==> config.mk <==
export PLATFORM = sky130hd
export DESIGN_NAME = fifo_stream_reader
export DESIGN_NICKNAME = d
export VERILOG_FILES = /design/src/rtl/fifo_stream_reader.sv
export SDC_FILE = /design/constraint.sdc
export NUM_CORES = 1
export LEC_CHECK = 0
export BUFFER_PORTS_ARGS = -buffer_cell sky130_fd_sc_hd__clkbuf_2
export CAP_MARGIN = 20
export CORE_MARGIN = 2
export CORE_UTILIZATION = 55
export CTS_CLUSTER_SIZE = 30
export DETAILED_ROUTE_END_ITERATION = 10
export GPL_TIMING_DRIVEN = 0
export MAX_ROUTING_LAYER = met4
export PLACE_DENSITY = 0.79
export SETUP_SLACK_MARGIN = 0.2
export SLEW_MARGIN = 10
export SYNTH_ARGS = -nofsm -noshare
export SYNTH_HDL_FRONTEND = slang
export SYNTH_SLANG_ARGS = --single-unit
==> constraint.sdc <==
create_clock -name clk -period 2.95 [get_ports clk]
set_clock_uncertainty 0.2 [all_clocks]
set_input_delay 0.295 -clock clk [delete_from_list [all_inputs] [get_ports clk]]
set_output_delay 0.295 -clock clk [all_outputs]
set_load 0.005 [all_outputs]
==> src/rtl/fifo_stream_reader.sv <==
// fifo_stream_reader: read-side master for a 1-cycle-latency synchronous FIFO.
// Pops exactly xfer_len words after a start command and presents them on a
// valid/ready stream through a 2-entry skid buffer. The head entry of the skid
// is the registered m_data/m_valid output; a spare entry absorbs the word that
// is still in flight from the FIFO when the consumer stalls.
//
// Optional build macro FIFO_STARVE_TIMEOUT_EN: aborts a transfer after
// TIMEOUT_CYC consecutive starved cycles, drains what is already buffered and
// reports done with err=1. Without the macro err is constant 0.
//
// state | meaning
// IDLE  | waiting for start; done/busy tail of the previous transfer
// RUN   | issuing FIFO pops until issued == len (or starvation timeout)
// DRAIN | no more pops; emptying skid and in-flight word, then done
module fifo_stream_reader #(
  parameter int DATA_W      = 32,
  parameter int LEN_W       = 11,
  parameter int TIMEOUT_CYC = 256
) (
  input  logic              clk,
  input  logic              rst_n,
  input  logic              start,
  input  logic [LEN_W-1:0]  xfer_len,
  output logic              busy,
  output logic              done,
  output logic              err,
  output logic [LEN_W-1:0]  xfer_count,
  output logic              fifo_rd_en,
  input  logic [DATA_W-1:0] fifo_rd_data,
  input  logic              fifo_empty,
  output logic [DATA_W-1:0] m_data,
  output logic              m_valid,
  input  logic              m_ready
);

  typedef enum logic [1:0] {IDLE, RUN, DRAIN} state_t;

  if (TIMEOUT_CYC < 1) begin : g_bad_timeout
    $error("TIMEOUT_CYC must be at least 1");
  end

  state_t             state;
  logic [LEN_W-1:0]   len_q;
  logic [LEN_W-1:0]   issued;
  logic               inflight;
  logic               spare_valid;
  logic [DATA_W-1:0]  spare_data;
  logic               pop;
  logic               push;
  logic [1:0]         occ;
  logic [1:0]         pend;
  logic               drain_empty;
  logic               timed_out;

`ifdef FIFO_STARVE_TIMEOUT_EN
  localparam int SW = $clog2(TIMEOUT_CYC + 1);
  logic [SW-1:0]      starve_left;
`else
  assign timed_out = 1'b0;
`endif

  assign pop  = m_valid && m_ready;
  assign push = inflight;
  assign occ  = {1'b0, m_valid} + {1'b0, spare_valid};
  assign pend = occ + {1'b0, inflight};

  // Nothing left anywhere once this cycle's handshake (if any) completes.
  assign drain_empty = !inflight && ((occ == 2'd0) || ((occ == 2'd1) && pop));

  // Pop only when the skid is guaranteed to have room for the returning word;
  // a handshake this cycle frees one slot, hence the combinational m_ready path.
  always_comb begin
    fifo_rd_en = 1'b0;
    if (state == RUN)
      fifo_rd_en = !fifo_empty && (issued != len_q) && ((pend < 2'd2) || pop);
  end

  // Transfer sequencing, counters and status outputs.
  always_ff @(posedge clk or negedge rst_n) begin
    if (!rst_n) begin
      state      <= IDLE;
      busy       <= 1'b0;
      done       <= 1'b0;
      err        <= 1'b0;
      xfer_count <= '0;
      len_q      <= '0;
      issued     <= '0;
`ifdef FIFO_STARVE_TIMEOUT_EN
      timed_out   <= 1'b0;
      starve_left <= '0;
`endif
    end else begin
      done <= 1'b0;
      if (pop)
        xfer_count <= xfer_count + 1'b1;
      case (state)
        IDLE: begin
          // busy is still high on the done cycle, which blocks a start there
          if (start && !busy) begin
            busy       <= 1'b1;
            err        <= 1'b0;
            xfer_count <= '0;
            issued     <= '0;
            len_q      <= xfer_len;
`ifdef FIFO_STARVE_TIMEOUT_EN
            timed_out   <= 1'b0;
            starve_left <= SW'(TIMEOUT_CYC);
`endif
            if (xfer_len == '0)
              done <= 1'b1;
            else
              state <= RUN;
          end else begin
            busy <= 1'b0;
          end
        end
        RUN: begin
          if (fifo_rd_en) begin
            issued <= issued + 1'b1;
            if ((issued + 1'b1) == len_q)
              state <= DRAIN;
          end
`ifdef FIFO_STARVE_TIMEOUT_EN
          if (fifo_rd_en) begin
            starve_left <= SW'(TIMEOUT_CYC);
          end else if (fifo_empty) begin
            if (starve_left == SW'(1)) begin
              timed_out <= 1'b1;
              state     <= DRAIN;
            end else begin
              starve_left <= starve_left - 1'b1;
            end
          end
`endif
        end
        DRAIN: begin
          if (drain_empty) begin
            done  <= 1'b1;
            err   <= timed_out;
            state <= IDLE;
          end
        end
        default: state <= IDLE;
      endcase
    end
  end

  // Skid buffer: head is the stream output register, spare holds the overflow.
  always_ff @(posedge clk or negedge rst_n) begin
    if (!rst_n) begin
      inflight    <= 1'b0;
      m_valid     <= 1'b0;
      m_data      <= '0;
      spare_valid <= 1'b0;
      spare_data  <= '0;
    end else begin
      inflight <= fifo_rd_en;
      if (pop) begin
        if (spare_valid) begin
          m_data  <= spare_data;
          m_valid <= 1'b1;
          if (push) begin
            spare_data  <= fifo_rd_data;
            spare_valid <= 1'b1;
          end else begin
            spare_valid <= 1'b0;
          end
        end else begin
          m_valid <= push;
          if (push)
            m_data <= fifo_rd_data;
        end
      end else if (!m_valid) begin
        m_valid <= push;
        if (push)
          m_data <= fifo_rd_data;
      end else if (push) begin
        spare_data  <= fifo_rd_data;
        spare_valid <= 1'b1;
      end
    end
  end

endmodule

# Word level (Yosys, flattened, before mapping)
# Cells that the tools add are included.
dict set report totals {
  ff_bits 105
  in_bits 48
  output_inout_bits 48
  wordCells 90
}
dict set report op_classes {
  addsub 4
  order_cmp 1
  eq_ne 12
  muxes 37
  n_reduce_logical 24
}
# cell n
set ops {}
lappend ops {{32-bit two-way mux} 8}
lappend ops {{11-bit two-way mux} 5}
lappend ops {{11-bit by 1-bit adder with 11-bit output, second input constant} 2}
lappend ops {{11-bit one-hot mux with 2 select lines} 1}
lappend ops {{1-bit two-way mux} 15}
lappend ops {{11-bit == test} 1}
lappend ops {{11-bit zero test} 1}
lappend ops {{11-bit != test} 1}
lappend ops {{2-bit two-way mux} 5}
lappend ops {{2-bit != test, second input constant} 5}
lappend ops {{2-bit nonzero test} 4}
lappend ops {{1-bit logical AND} 6}
lappend ops {{2-bit one-hot mux with 3 select lines} 1}
lappend ops {{2-bit AND reduction} 3}
lappend ops {{3-bit AND reduction} 2}
lappend ops {{5-bit AND reduction} 1}
lappend ops {{2-bit by 1-bit == test with 1-bit output, second input constant} 2}
lappend ops {{2-bit zero test} 2}
lappend ops {{2-bit by 1-bit != test with 1-bit output, second input constant} 2}
lappend ops {{1-bit one-hot mux with 2 select lines} 2}
lappend ops {{1-bit zero test} 3}
lappend ops {{1-bit by 1-bit adder with 2-bit output} 1}
lappend ops {{2-bit by 1-bit adder with 2-bit output} 1}
lappend ops {{2-bit == test, second input constant} 1}
lappend ops {{other kinds (2)} 3}

# Longest topological paths before layout
# Gate-level depths: netlist of run 1.
dict set report depth {
  depth_word 8
  mapped_depth 9
}

# Least setup slack after synthesis of run 1
# No wires, ideal clock.
dict set report synth_timing {
  path_type {reg-to-reg}
  startpoint {register m_valid}
  endpoint {register issued[9]}
  setup_time_ns 0.140
  arrival_time_ns 1.991
  slack_ns 0.619
  stages_incl_launch_ff 10
  period_less_slack_ns 2.331
  cell_sequence {dfrtp_1 -> inv_1 -> ha_1 -> nand2_1 -> xnor2_1 -> a21oi_1 -> nand3_2 -> buf_2 -> o311ai_0 -> o41ai_1}
}
dict set report synth_via {
  elab_chain_len 8
  elab_cells_between_ends 9
}
# element line_no
set synth_lines {}
lappend synth_lines {{start: declaration} 32} ;# output logic m_valid,
lappend synth_lines {{start signal: assignment} 169} ;# m_valid <= push;
lappend synth_lines {{start signal: assignment} 174} ;# m_valid <= push;
lappend synth_lines {{1-bit by 1-bit adder with 2-bit output} 64} ;# assign occ = {1'b0, m_valid} + {1'b0, spare_valid};
lappend synth_lines {{2-bit by 1-bit adder with 2-bit output} 65} ;# assign pend = occ + {1'b0, inflight};
lappend synth_lines {{2-bit < comparator} 75} ;# fifo_rd_en = !fifo_empty && (issued != len_q) && ((pend < 2'd2) || pop);
lappend synth_lines {{1-bit logical OR (*)} 75}
lappend synth_lines {{1-bit logical AND (*)} 75}
lappend synth_lines {{1-bit two-way mux (*)} 74} ;# if (state == RUN)
lappend synth_lines {{2-bit != test (no line) (*)} -}
lappend synth_lines {{3-bit AND reduction (no line) (*)} -}
lappend synth_lines {{end signal: assignment} 119} ;# issued <= issued + 1'b1;
lappend synth_lines {{end: declaration} 44} ;# logic [LEN_W-1:0] issued;
# Every way passes the cells marked *; elsewhere a longest branch is shown, timed or not.
# A chain may end at the register's enable or synchronous reset.

# Worst setup path in the final report of run 1
dict set report layout_timing {
  startpoint {register m_valid}
  endpoint {output port fifo_rd_en}
}
dict set report layout_via {
  elab_chain_len 6
  elab_cells_between_ends 7
}
# element line_no
set layout_lines {}
lappend layout_lines {{1-bit by 1-bit adder with 2-bit output} 64}
lappend layout_lines {{2-bit by 1-bit adder with 2-bit output} 65}
lappend layout_lines {{2-bit < comparator} 75}
lappend layout_lines {{1-bit logical OR (*)} 75}
lappend layout_lines {{1-bit logical AND (*)} 75}
lappend layout_lines {{1-bit two-way mux (*)} 74}
lappend layout_lines {{end: declaration} 28} ;# output logic fifo_rd_en,
# Marks and branches as above.

==> results of run 1 <==
[layer usage]
metal	global-route usage, %	vias to the layer above	wire length, um
li1	-	2077	-
met1	33.67	2207	5164
met2	43.24	167	6454
met3	4.735	29	679
met4	9.905	0	297
met5	-	-	0
[area by class of cell]
class	instances	area, um2
sequential	104	2604
multi-input combinational	323	2176
buffer	32	132.6
fill	682	2756
clock buffer	11	131.4
timing repair buffer	139	927.1
inverter	42	157.7
clock inverter	5	41.29
tap	111	138.9
[cells in the final DEF (no fill, tap or decap), types with 3 or more instances in the layout]
cell           count
a21oi_1           13
a222oi_1          32
and3_1             4
buf_2              4
buf_4              3
clkbuf_1          26
clkbuf_2          93
clkbuf_8          10
dfrtp_1          103
dlygate4sd3_1     44
ha_1               4
inv_1             42
mux2_2            32
nand2_1           52
nand2b_1           4
nand3_1            8
nand4_1            4
nor2_1            45
nor4_1             8
o21ai_0           44
or2_2              3
or3_1              5
xnor2_1            7
xor2_1            18
[path summary, 6_finish.rpt]
kind / start / endpoint / slack (ps) / cells after the start
max: m_valid / fifo_rd_en / 350 / 8
min: m_ready / xfer_count[1] / 130 / 4
max reg2reg: m_valid / issued[9] / 450 / 9
min reg2reg: m_data[25] / m_data[25] / 300 / 2
max in group asynchronous: rst_n / m_valid / 1540 / 2
min in group asynchronous: rst_n / len_q[9] / 350 / 2
[tightest hold or removal path, cell delays in order]
cell and delay [ps]:
clkbuf_2 80, nand2_1 130, nand2_1 100, a21oi_1 60
[synth_stat cells, drive strengths merged (2+ instances only)]
master | instances | area (um2)
xnor2 | 7 | 61.31
or3 | 6 | 38.79
ha | 4 | 50.05
nand3 | 9 | 50.05
inv | 42 | 157.7
a221o | 2 | 20.02
or2 | 4 | 25.03
or4 | 3 | 26.27
nand4 | 5 | 46.29
nor4 | 8 | 50.05
clkbuf | 24 | 90.09
o31a | 2 | 17.52
o31ai | 2 | 20.02
a31oi | 2 | 12.51
a21oi | 14 | 70.07
mux2 | 32 | 360.4
buf | 8 | 42.54
xor2 | 18 | 157.7
nand2b | 4 | 25.02
nor2 | 45 | 168.9
nand3b | 2 | 18.77
a222oi | 32 | 320.3
dfrtp | 104 | 2603
o211ai | 3 | 27.52
nand2 | 53 | 201.5
and3 | 4 | 25.02
o21ai | 44 | 220.2
[kinds of logic (layout without fill, tap and decap cells)]
family,after synthesis,count (layout)
and+or+nand+nor,151,151
DFF,104,104
muxes,32,32
AOI/OAI and AO/OA,110,110
adders and majority gates,4,4
other,1,1
xor gates and xnor gates,25,25
buffers and inverters,74,229
[state kept, by name, summed over array words and instances, names as in the netlist]
register     flops
m_data          32
spare_data      32
issued          11
len_q           11
xfer_count      11
state            2
busy             1
done             1
inflight         1
m_valid          1
spare_valid      1
[report_power, final]
group          switching [mW]  internal [mW]
combinational            1.31           1.13
clock                   0.513          0.318
sequential              0.465           2.03
[metrics by stage]
stage	instances	hold WS, ps	utilization, %	worst slack (ps)	area [um2]
3_5_place_dp	706	253.7	62.69	338.3	5683
3_3_place_gp	706	269.5	62.59	50.75	5674
2_1_floorplan	501	-200.6	-	619.3	5065
4_1_cts	766	124.1	69.50	290.8	6300
5_1_grt	767	128.7	69.59	215.2	6309
6_report	767	125.3	69.59	347.9	6309
[repair_timing]
item	CTS	global route
cloned	0	0
hold buffers	44	0
endpoints found under the setup margin	1	1
resized for setup	1	1
endpoints found under the hold margin	177	0
setup buffers	0	1
==> impl_table.tex, run 1 <==
\begin{tabular}{lr}
\hline
Metric & Value \\
\hline
\multicolumn{2}{l}{\textbf{Detailed routing}} \\
Mean number of vias per cell & 5.841 \\
Number of design rule violations left after detail routing & 0 \\
Wire length per cell & 16.42 um \\
Post-detailed-route count of antenna-violating nets & 0 \\
Overall via count from detail\_route & 4480 \\
Number of search-and-repair iterations in the first detailed-routing pass & 6 \\
Detailed Route WL & 12600 um \\
1st-iter DRT viols & 345 \\
\multicolumn{2}{l}{\textbf{Yosys}} \\
Total number of yosys warnings & 0 \\
Dominant combinational cell family by area after synthesis & compound AO/OA/AOI/OAI gates \\
Post-synthesis simple-gate area fraction & 14.82\% \\
Post-synthesis cell area & 5065 um2 \\
Adder-cell area share of the yosys netlist & 0.9881\% \\
Number of instances in the synthesized netlist & 501 \\
Count of flip-flops with a built-in enable after synthesis & 0 \\
Area fraction in compound gates after synthesis & 15.56\% \\
Synth async-reset ratio & 100.0\% \\
Post-synthesis register bit count & 104 \\
Distinct cell type count of the synthesized netlist & 56 \\
Main flop type after synthesis & dfrtp\_1 \\
Part of the Yosys area used for sequential elements & 51.38\% \\
Average instance area after synthesis & 10.11 um2 \\
Nets in the synthesized netlist & 553 \\
Synth Area in XOR/XNOR & 4.323\% \\
Mux contribution to synthesized area & 7.115\% \\
\multicolumn{2}{l}{\textbf{Cells and area}} \\
Share of post-route cells with drive strength above 1 & 25.00\% \\
Antenna cell count & 0 \\
Final net count & 703 \\
Growth of design area from synthesis to finish & 24.56\% \\
\multicolumn{2}{l}{\textbf{Floorplanning}} \\
Die extent in x & 99.96 um \\
Die height & 99.96 um \\
Starting Density & 55.87\% \\
Placement row count & 35 \\
I/O pin total & 96 \\
Floorplan Core Area & 9065 um2 \\
Area enclosed by the die boundary & 9992 um2 \\
\multicolumn{2}{l}{\textbf{Timing}} \\
Slew margin rel. & 31.41\% \\
Setup repair after global routing missed its margin & false \\
Crit share post-route & 88.21\% \\
Actual transition at the worst max-transition pin & 1026 ps \\
Setup violation total in the final timing report & 0 \\
Endpoints failing hold & 0 \\
Crit path time final & 2602 ps \\
Max Transition Viols Final & 0 \\
Final total negative setup slack & 0 ps \\
Max Clock Freq & 384.3 MHz \\
\multicolumn{2}{l}{\textbf{Pwr}} \\
Leak Pwr & 3.084 nW \\
Overall power consumption & 5.767 mW \\
Worst IR Drop VDD & 0.4025 mV \\
PD cells & 914.2 nW/um2 \\
\multicolumn{2}{l}{\textbf{Global route}} \\
Aggregate global-route resource usage & 26.60\% \\
Wire length of the first global-routing pass & 20690 um \\
Number of global-route vias before repair & 4389 \\
Initial antenna violation count & 0 \\
Largest net degree at the start of global routing & 105 \\
Overflow after GRT & 0 \\
\multicolumn{2}{l}{\textbf{Critical path}} \\
Slowest cell on crit path & dfrtp\_2 \\
CP dominant cell by count & inv\_1 \\
Crit. End Element & primary output \\
CP top delay family & flip-flops \\
Maximum fanout along the worst path & 8 \\
Required time of the critical path & 2460 ps \\
Max incr delay on CP & 440 ps \\
Type of origin of the critical path & flop \\
Critical path start-end classification & flop to primary output \\
Critical path buffer and inverter count & 3 \\
Ordered list of cells on the worst path & inv\_1 > ha\_1 > nand2\_1 > xnor2\_1 > a21oi\_2 > nand3\_2 > inv\_1 > clkbuf\_2 \\
CP arrival & 2110 ps \\
\multicolumn{2}{l}{\textbf{Clock network}} \\
Clock root buffer & clkbuf\_8 \\
TritonCTS clock tree & done \\
CTS sink cnt & 104 \\
Latest clock arrival within the worst-skew pair & 370 ps \\
CTS Buffer Depth & 2 \\
Clock buffer count from CTS & 9 \\
Htree depth & 3 \\
Clock transition at the register clock pins on the worst setup and hold paths after CTS & 110 ps \\
\multicolumn{2}{l}{\textbf{Placement}} \\
Hpwl dp & 8400 um \\
Total of buffers placed on input and output ports & 94 \\
Weighted congestion reported at the end of routability-driven placement & 0.8943 \\
\multicolumn{2}{l}{\textbf{Flow run}} \\
Max-cap violations & 0 \\
\multicolumn{2}{l}{\textbf{Outcome}} \\
Run status & finished clean \\
\multicolumn{2}{l}{\textbf{Min path}} \\
Class of the tightest hold or removal check & input port to flop \\
\hline
\end{tabular}
No activity file was read; power rests on OpenSTA's default activity.
==> inputs of run 2 (changes only) <==
Settings changed: CORE_MARGIN 2 to 3, CTS_CLUSTER_SIZE 30 to not set.
==> impl_table.tex, run 2 (synthesis gave the netlist of run 1 again) <==
\begin{tabular}{lr}
\hline
Metric & Value \\
\hline
\multicolumn{2}{l}{\textbf{Clock network}} \\
Clock buffer count from CTS & 9 (unchanged) \\
CTS sink cnt & 104 (unchanged) \\
Clock transition at the register clock pins on the worst setup and hold paths after CTS & 100 ps (about the same) \\
Htree depth & 3 (unchanged) \\
Clock root buffer & clkbuf\_8 \\
Latest clock arrival within the worst-skew pair & 370 ps (about the same) \\
TritonCTS clock tree & done \\
CTS Buffer Depth & 2 (unchanged) \\
\multicolumn{2}{l}{\textbf{Placement}} \\
Total of buffers placed on input and output ports & 94 (unchanged) \\
Placement Cell Area & 5679 um2 (about the same) \\
Weighted congestion reported at the end of routability-driven placement & 0.9255 (+3.5\%) \\
Hpwl dp & 8553 um (+1.8\%) \\
Count of placed standard cells including taps & 703 (-0.42\%) \\
Worst slack at placement & 317.8 ps (-20.52 ps) \\
\multicolumn{2}{l}{\textbf{Timing}} \\
Max Clock Freq & 387.5 MHz (+0.83\%) \\
Max Transition Viols Final & 0 (unchanged) \\
Final-layout worst hold slack & 157.7 ps (+32.44 ps) \\
Setup violation total in the final timing report & 0 (unchanged) \\
Final total negative setup slack & 0 ps (unchanged) \\
Crit path time final & 2581 ps (-21.42 ps) \\
Endpoints failing hold & 0 (unchanged) \\
Slew margin rel. & 28.09\% (-3.3 points) \\
Crit share post-route & 87.48\% (-0.73 points) \\
Setup repair after global routing missed its margin & false \\
PnR worst setup slack & 369.4 ps (+21.42 ps) \\
Actual transition at the worst max-transition pin & 1076 ps (+49.66 ps) \\
\multicolumn{2}{l}{\textbf{Cells and area}} \\
Final net count & 702 (-0.14\%) \\
Most frequent standard cell in the layout excluding fill and tap cells & dfrtp\_1 \\
Summed area of non-filler cells in the final layout & 6337 um2 (+0.46\%) \\
Non-filler instance count after layout & 763 (-0.52\%) \\
Finished Core Util & 71.62\% (+2.0 points) \\
Share of post-route cells with drive strength above 1 & 25.34\% (+0.34 points) \\
Most used cells in the layout excluding fill and tap cells & dfrtp\_1 (103), clkbuf\_2 (93), nand2\_1 (52) \\
Growth of design area from synthesis to finish & 25.12\% \\
Antenna cell count & 0 (unchanged) \\
Largest registers & m\_data: 32 flops, spare\_data: 32 flops \\
\multicolumn{2}{l}{\textbf{Critical path}} \\
Required time of the critical path & 2460 ps (about the same) \\
Critical path start-end classification & flop to primary output \\
Type of origin of the critical path & flop \\
Max incr delay on CP & 430 ps (about the same) \\
Slowest cell on crit path & dfrtp\_1 \\
Reg-to-Reg Start & spare\_valid \\
Critical Path Source & spare\_valid \\
Worst R2R Setup Slack & 390 ps (-60 ps) \\
Crit. End Element & primary output \\
CP arrival & 2090 ps (-20 ps) \\
Logic depth of the worst register-to-register path & 9 (unchanged) \\
Reg-to-reg endpoint & issued[9] \\
Ordered list of cells on the worst path & inv\_1 > ha\_1 > nand2\_1 > xnor2\_1 > a21oi\_2 > nand3\_2 > inv\_2 > clkbuf\_2 \\
Maximum fanout along the worst path & 7 (-1) \\
\multicolumn{2}{l}{\textbf{Global route}} \\
Largest net degree at the start of global routing & 105 (unchanged) \\
Number of global-route vias before repair & 4479 (+2.1\%) \\
Wire length of the first global-routing pass & 20960 um (+1.3\%) \\
Overflow after GRT & 0 (unchanged) \\
Aggregate global-route resource usage & 26.33\% (-0.27 points) \\
Initial antenna violation count & 0 (unchanged) \\
\multicolumn{2}{l}{\textbf{Floorplanning}} \\
Floorplan Core Area & 8848 um2 (-2.4\%) \\
I/O pin total & 96 (unchanged) \\
Area enclosed by the die boundary & 10400 um2 (+4.0\%) \\
Die extent in x & 102.0 um (+2.0\%) \\
Starting Density & 57.24\% (+1.4 points) \\
Placement row count & 34 (-2.9\%) \\
Die height & 102.0 um (+2.0\%) \\
\multicolumn{2}{l}{\textbf{Pwr}} \\
Worst IR Drop VDD & 0.4686 mV (+16\%) \\
Leak Pwr & 3.096 nW (+0.41\%) \\
Overall power consumption & 5.899 mW (+2.3\%) \\
PD cells & 930.8 nW/um2 (+1.8\%) \\
\multicolumn{2}{l}{\textbf{Min path}} \\
Worst hold stages & 4 (unchanged) \\
Class of the tightest hold or removal check & input port to flop \\
Endpoint of the worst hold-timing path & m\_valid \\
Worst Min Path Start & m\_ready \\
\multicolumn{2}{l}{\textbf{Detailed routing}} \\
Post-detailed-route count of antenna-violating nets & 0 (unchanged) \\
Mean number of vias per cell & 5.841 (about the same) \\
1st-iter DRT viols & 380 (+10\%) \\
Detailed Route WL & 12830 um (+1.8\%) \\
Wire length per cell & 16.81 um (+2.4\%) \\
Number of search-and-repair iterations in the first detailed-routing pass & 7 (+1) \\
Number of design rule violations left after detail routing & 0 (unchanged) \\
Overall via count from detail\_route & 4457 (-0.51\%) \\
\multicolumn{2}{l}{\textbf{Outcome}} \\
Run status & finished clean \\
\multicolumn{2}{l}{\textbf{Flow run}} \\
Max-cap violations & 0 (unchanged) \\
\hline
\end{tabular}
[run 2: cell types whose count changed in the layout (fill, tap and decap cells not counted)]
cell,delta
buf_4,-1
bufinv_16,+1
clkbuf_1,-2
inv_2,+1
clkbuf_8,+1
clkinv_4,+1
clkinv_2,-1
inv_1,-1
[run 2: repair_timing]
item,CTS,global route
setup endpoints to repair,1,2
hold buffers,44,0
gates resized for setup,1,2
endpoints found under the hold margin,173,0
setup buffers,0,0
[run 2: how the worst max path moves through the flow]
stage | endpoint | slack [ps] | depth (start not counted)
after CTS | fifo_rd_en | 270 | 8
after global placement | spare_data[23] | 50 | 1
after global routing | fifo_rd_en | 200 | 8
after detailed placement | issued[9] | 320 | 9
after floorplan | issued[9] | 620 | 9
final | fifo_rd_en | 370 | 8
[run 2: area by class of cell]
type                            count  area, um2
Sequential cell                   104       2604
Fill cell                         666       2511
Multi-Input combinational cell    323       2176
Timing Repair Buffer              138      919.6
Inverter                           42      157.7
Clock buffer                       10      137.6
Tap cell                          108      135.1
Buffer                             32      132.6
Clock inverter                      6      75.07
[run 2: worst max-delay path, delay by kind of cell, from the launching register on]
family | cells | cell delay [ps]
xor+xnor | 1 | 140
buf+inv | 3 | 370
fa+ha+maj | 1 | 290
simple gates | 2 | 280
flops | 1 | 430
compound gates | 1 | 220
[run 2: where the power goes]
part | switching (mW) | leakage [nW] | internal, mW | total, mW
sequential | 0.476 | 1.29 | 2.03 | 2.51
combinational | 1.32 | 1.70 | 1.13 | 2.45
clock | 0.519 | 0.105 | 0.428 | 0.947
[run 2: layer usage]
metal	vias up	track usage, %	wire [um]
li1	2083	-	-
met1	2176	33.90	5398
met2	175	42.58	6452
met3	23	3.003	688
met4	0	11.00	287
met5	-	-	0
==> inputs of run 3 (changes only) <==
Clock period 2.95 ns to 3 ns, I/O delays scaled along.
==> impl_table.tex, run 3 (synthesis gave the netlist of run 1 again) <==
\begin{tabular}{lr}
\hline
Metric & Value \\
\hline
\multicolumn{2}{l}{\textbf{Outcome}} \\
Run status & finished clean \\
\multicolumn{2}{l}{\textbf{Global route}} \\
Wire length of the first global-routing pass & 20910 um (-0.23\%) \\
Largest net degree at the start of global routing & 105 (unchanged) \\
Number of global-route vias before repair & 4458 (-0.47\%) \\
Aggregate global-route resource usage & 26.30\% (-0.034 points) \\
Overflow after GRT & 0 (unchanged) \\
Initial antenna violation count & 0 (unchanged) \\
\multicolumn{2}{l}{\textbf{Pwr}} \\
Design internal power & 3.526 mW (-1.7\%) \\
Clock network power share & 16.1\% (about the same) \\
Worst IR Drop VDD & 0.4618 mV (-1.4\%) \\
Leak Pwr & 3.092 nW (-0.13\%) \\
Switching pwr & 2.283 mW (-1.3\%) \\
Share of power burned in registers & 42.4\% (about the same) \\
Switching power share of the total & 39.31\% (+0.10 points) \\
Relative contribution of combinational cells to total power & 41.4\% (about the same) \\
PD cells & 918.1 nW/um2 (-1.4\%) \\
\multicolumn{2}{l}{\textbf{Cells and area}} \\
Antenna cell count & 0 (unchanged) \\
Non-filler instance count after layout & 762 (-0.13\%) \\
Most used cells in the layout excluding fill and tap cells & dfrtp\_1 (103), clkbuf\_2 (93), nand2\_1 (52) \\
Fillers & 668 (+0.30\%) \\
Total area of multi-input combinational cells & 2176 um2 (unchanged) \\
Most frequent standard cell in the layout excluding fill and tap cells & dfrtp\_1 \\
Growth of design area from synthesis to finish & 24.93\% \\
Share of post-route cells with drive strength above 1 & 25.38\% (+0.039 points) \\
Final net count & 701 (-0.14\%) \\
Finished Core Util & 71.51\% (-0.11 points) \\
Largest registers & m\_data: 32 flops, spare\_data: 32 flops \\
Sequential cell area & 2604 um2 (unchanged) \\
\multicolumn{2}{l}{\textbf{Placement}} \\
Weighted congestion reported at the end of routability-driven placement & 0.9255 (unchanged) \\
Total of buffers placed on input and output ports & 94 (unchanged) \\
Worst slack at placement & 367.8 ps (+50.00 ps) \\
Count of placed standard cells including taps & 703 (unchanged) \\
Hpwl dp & 8553 um (unchanged) \\
\multicolumn{2}{l}{\textbf{Detailed routing}} \\
Post-detailed-route count of antenna-violating nets & 0 (unchanged) \\
Overall via count from detail\_route & 4441 (-0.36\%) \\
1st-iter DRT viols & 384 (+1.1\%) \\
Detailed Route WL & 12860 um (+0.26\%) \\
Mean number of vias per cell & 5.828 (-0.23\%) \\
Number of search-and-repair iterations in the first detailed-routing pass & 6 (-1) \\
Number of design rule violations left after detail routing & 0 (unchanged) \\
Wire length per cell & 16.88 um (+0.39\%) \\
\multicolumn{2}{l}{\textbf{Timing}} \\
PnR worst setup slack & 409.9 ps (+40.51 ps) \\
Crit path time final & 2590 ps \\
Endpoints failing hold & 0 (unchanged) \\
Max Clock Freq & 386.1 MHz \\
Crit share post-route & 86.34\% \\
Actual transition at the worst max-transition pin & 1080 ps (+3.728 ps) \\
Max Transition Viols Final & 0 (unchanged) \\
Setup repair after global routing missed its margin & false \\
Final total negative setup slack & 0 ps (unchanged) \\
Slew margin rel. & 27.84\% (-0.25 points) \\
Setup violation total in the final timing report & 0 (unchanged) \\
Final-layout worst hold slack & 9.013 ps (-148.7 ps) \\
\multicolumn{2}{l}{\textbf{Clock network}} \\
CTS sink cnt & 104 (unchanged) \\
Latest clock arrival within the worst-skew pair & 370 ps (about the same) \\
CTS Buffer Depth & 2 (unchanged) \\
TritonCTS clock tree & done \\
Clock transition at the register clock pins on the worst setup and hold paths after CTS & 100 ps (about the same) \\
Post-CTS setup buffers & 0 (unchanged) \\
Htree depth & 3 (unchanged) \\
Clock buffer count from CTS & 9 (unchanged) \\
Clock root buffer & clkbuf\_8 \\
\multicolumn{2}{l}{\textbf{Critical path}} \\
CP arrival & 2090 ps (about the same) \\
Worst R2R Setup Slack & 440 ps (+50 ps) \\
Required time of the critical path & 2500 ps (+40 ps) \\
Critical path start-end classification & flop to primary output \\
Logic depth of the worst register-to-register path & 9 (unchanged) \\
Type of origin of the critical path & flop \\
Capture point of the critical path & fifo\_rd\_en \\
Maximum fanout along the worst path & 7 (unchanged) \\
Reg-to-reg endpoint & issued[9] \\
Crit. End Element & primary output \\
Critical Path Source & spare\_valid \\
Reg-to-Reg Start & spare\_valid \\
\multicolumn{2}{l}{\textbf{Flow run}} \\
Max-cap violations & 0 (unchanged) \\
\multicolumn{2}{l}{\textbf{Floorplanning}} \\
Die height & 102.0 um (unchanged) \\
Die extent in x & 102.0 um (unchanged) \\
I/O pin total & 96 (unchanged) \\
Placement row count & 34 (unchanged) \\
Area enclosed by the die boundary & 10400 um2 (unchanged) \\
Starting Density & 57.24\% (unchanged) \\
Floorplan Core Area & 8848 um2 (unchanged) \\
\multicolumn{2}{l}{\textbf{Min path}} \\
Class of the tightest hold or removal check & input port to flop \\
\hline
\end{tabular}
==> run 3: power groups by stage <==
stage | Combinational [mW] | Sequential, mW | Clock [mW]
4_1_cts | 2.40 | 2.44 | 0.944
6_report | 2.41 | 2.47 | 0.937
2_1_floorplan | 1.59 | 2.38 | 0
5_1_grt | 2.71 | 2.53 | 0.998
3_3_place_gp | 2.23 | 2.42 | 0
3_5_place_dp | 2.34 | 2.47 | 0
==> run 3: worst min-delay path by stage <==
stage / from / to / cells past startpoint
detailed placement: rst_n / xfer_count[10] / 1
global route: fifo_rd_data[8] / spare_data[8] / 2
global placement: m_data[12] / m_data[12] / 2
CTS: fifo_rd_data[8] / spare_data[8] / 2
floorplan: rst_n / busy / 0
finish: fifo_rd_data[8] / spare_data[8] / 2
==> run 3: timing repair <==
action / CTS / global route
hold buffers: 43 / 0
hold endpoints to repair: 169 / 0
setup endpoints to repair: 0 / 2
resized for setup: 0 / 3
==> run 3: layout make-up <==
cell class	count	area share, %
well taps	108	2.136
clock buffers	10	2.175
plain buffers	32	2.096
clock inverters	6	1.186
inverters	42	2.492
repair buffers	137	14.38
flip-flops and latches	104	41.15
multi-input cells	323	34.39
==> run 3: critical path: stages (launching register included) <==
cell and delay, ps:
dfrtp_1 430, inv_1 90, ha_1 300, nand2_1 70, xnor2_1 140, a21oi_2 220
nand3_2 210, inv_2 150, clkbuf_2 120
==> run 3: layer usage <==
| layer | vias to the layer above | share of wire [%] | GRT usage [%] | wire, um |
|---|---|---|---|---|
| met4 | 0 | 2.7 | 11.20 | 348 |
| met2 | 161 | 50 | 42.23 | 6366 |
| met5 | - | 0 | - | 0 |
| li1 | 2078 | - | - | - |
| met1 | 2173 | 43 | 34.02 | 5541 |
| met3 | 29 | 4.7 | 3.003 | 603 |
==> run 3: per-stage QoR <==
step                power [mW]  cell area [um2]
finish                   5.809             6327
detailed placement       4.809             5679
global route             6.240             6327
CTS                      5.783             6322
floorplan                3.974             5065
global placement         4.650             5670
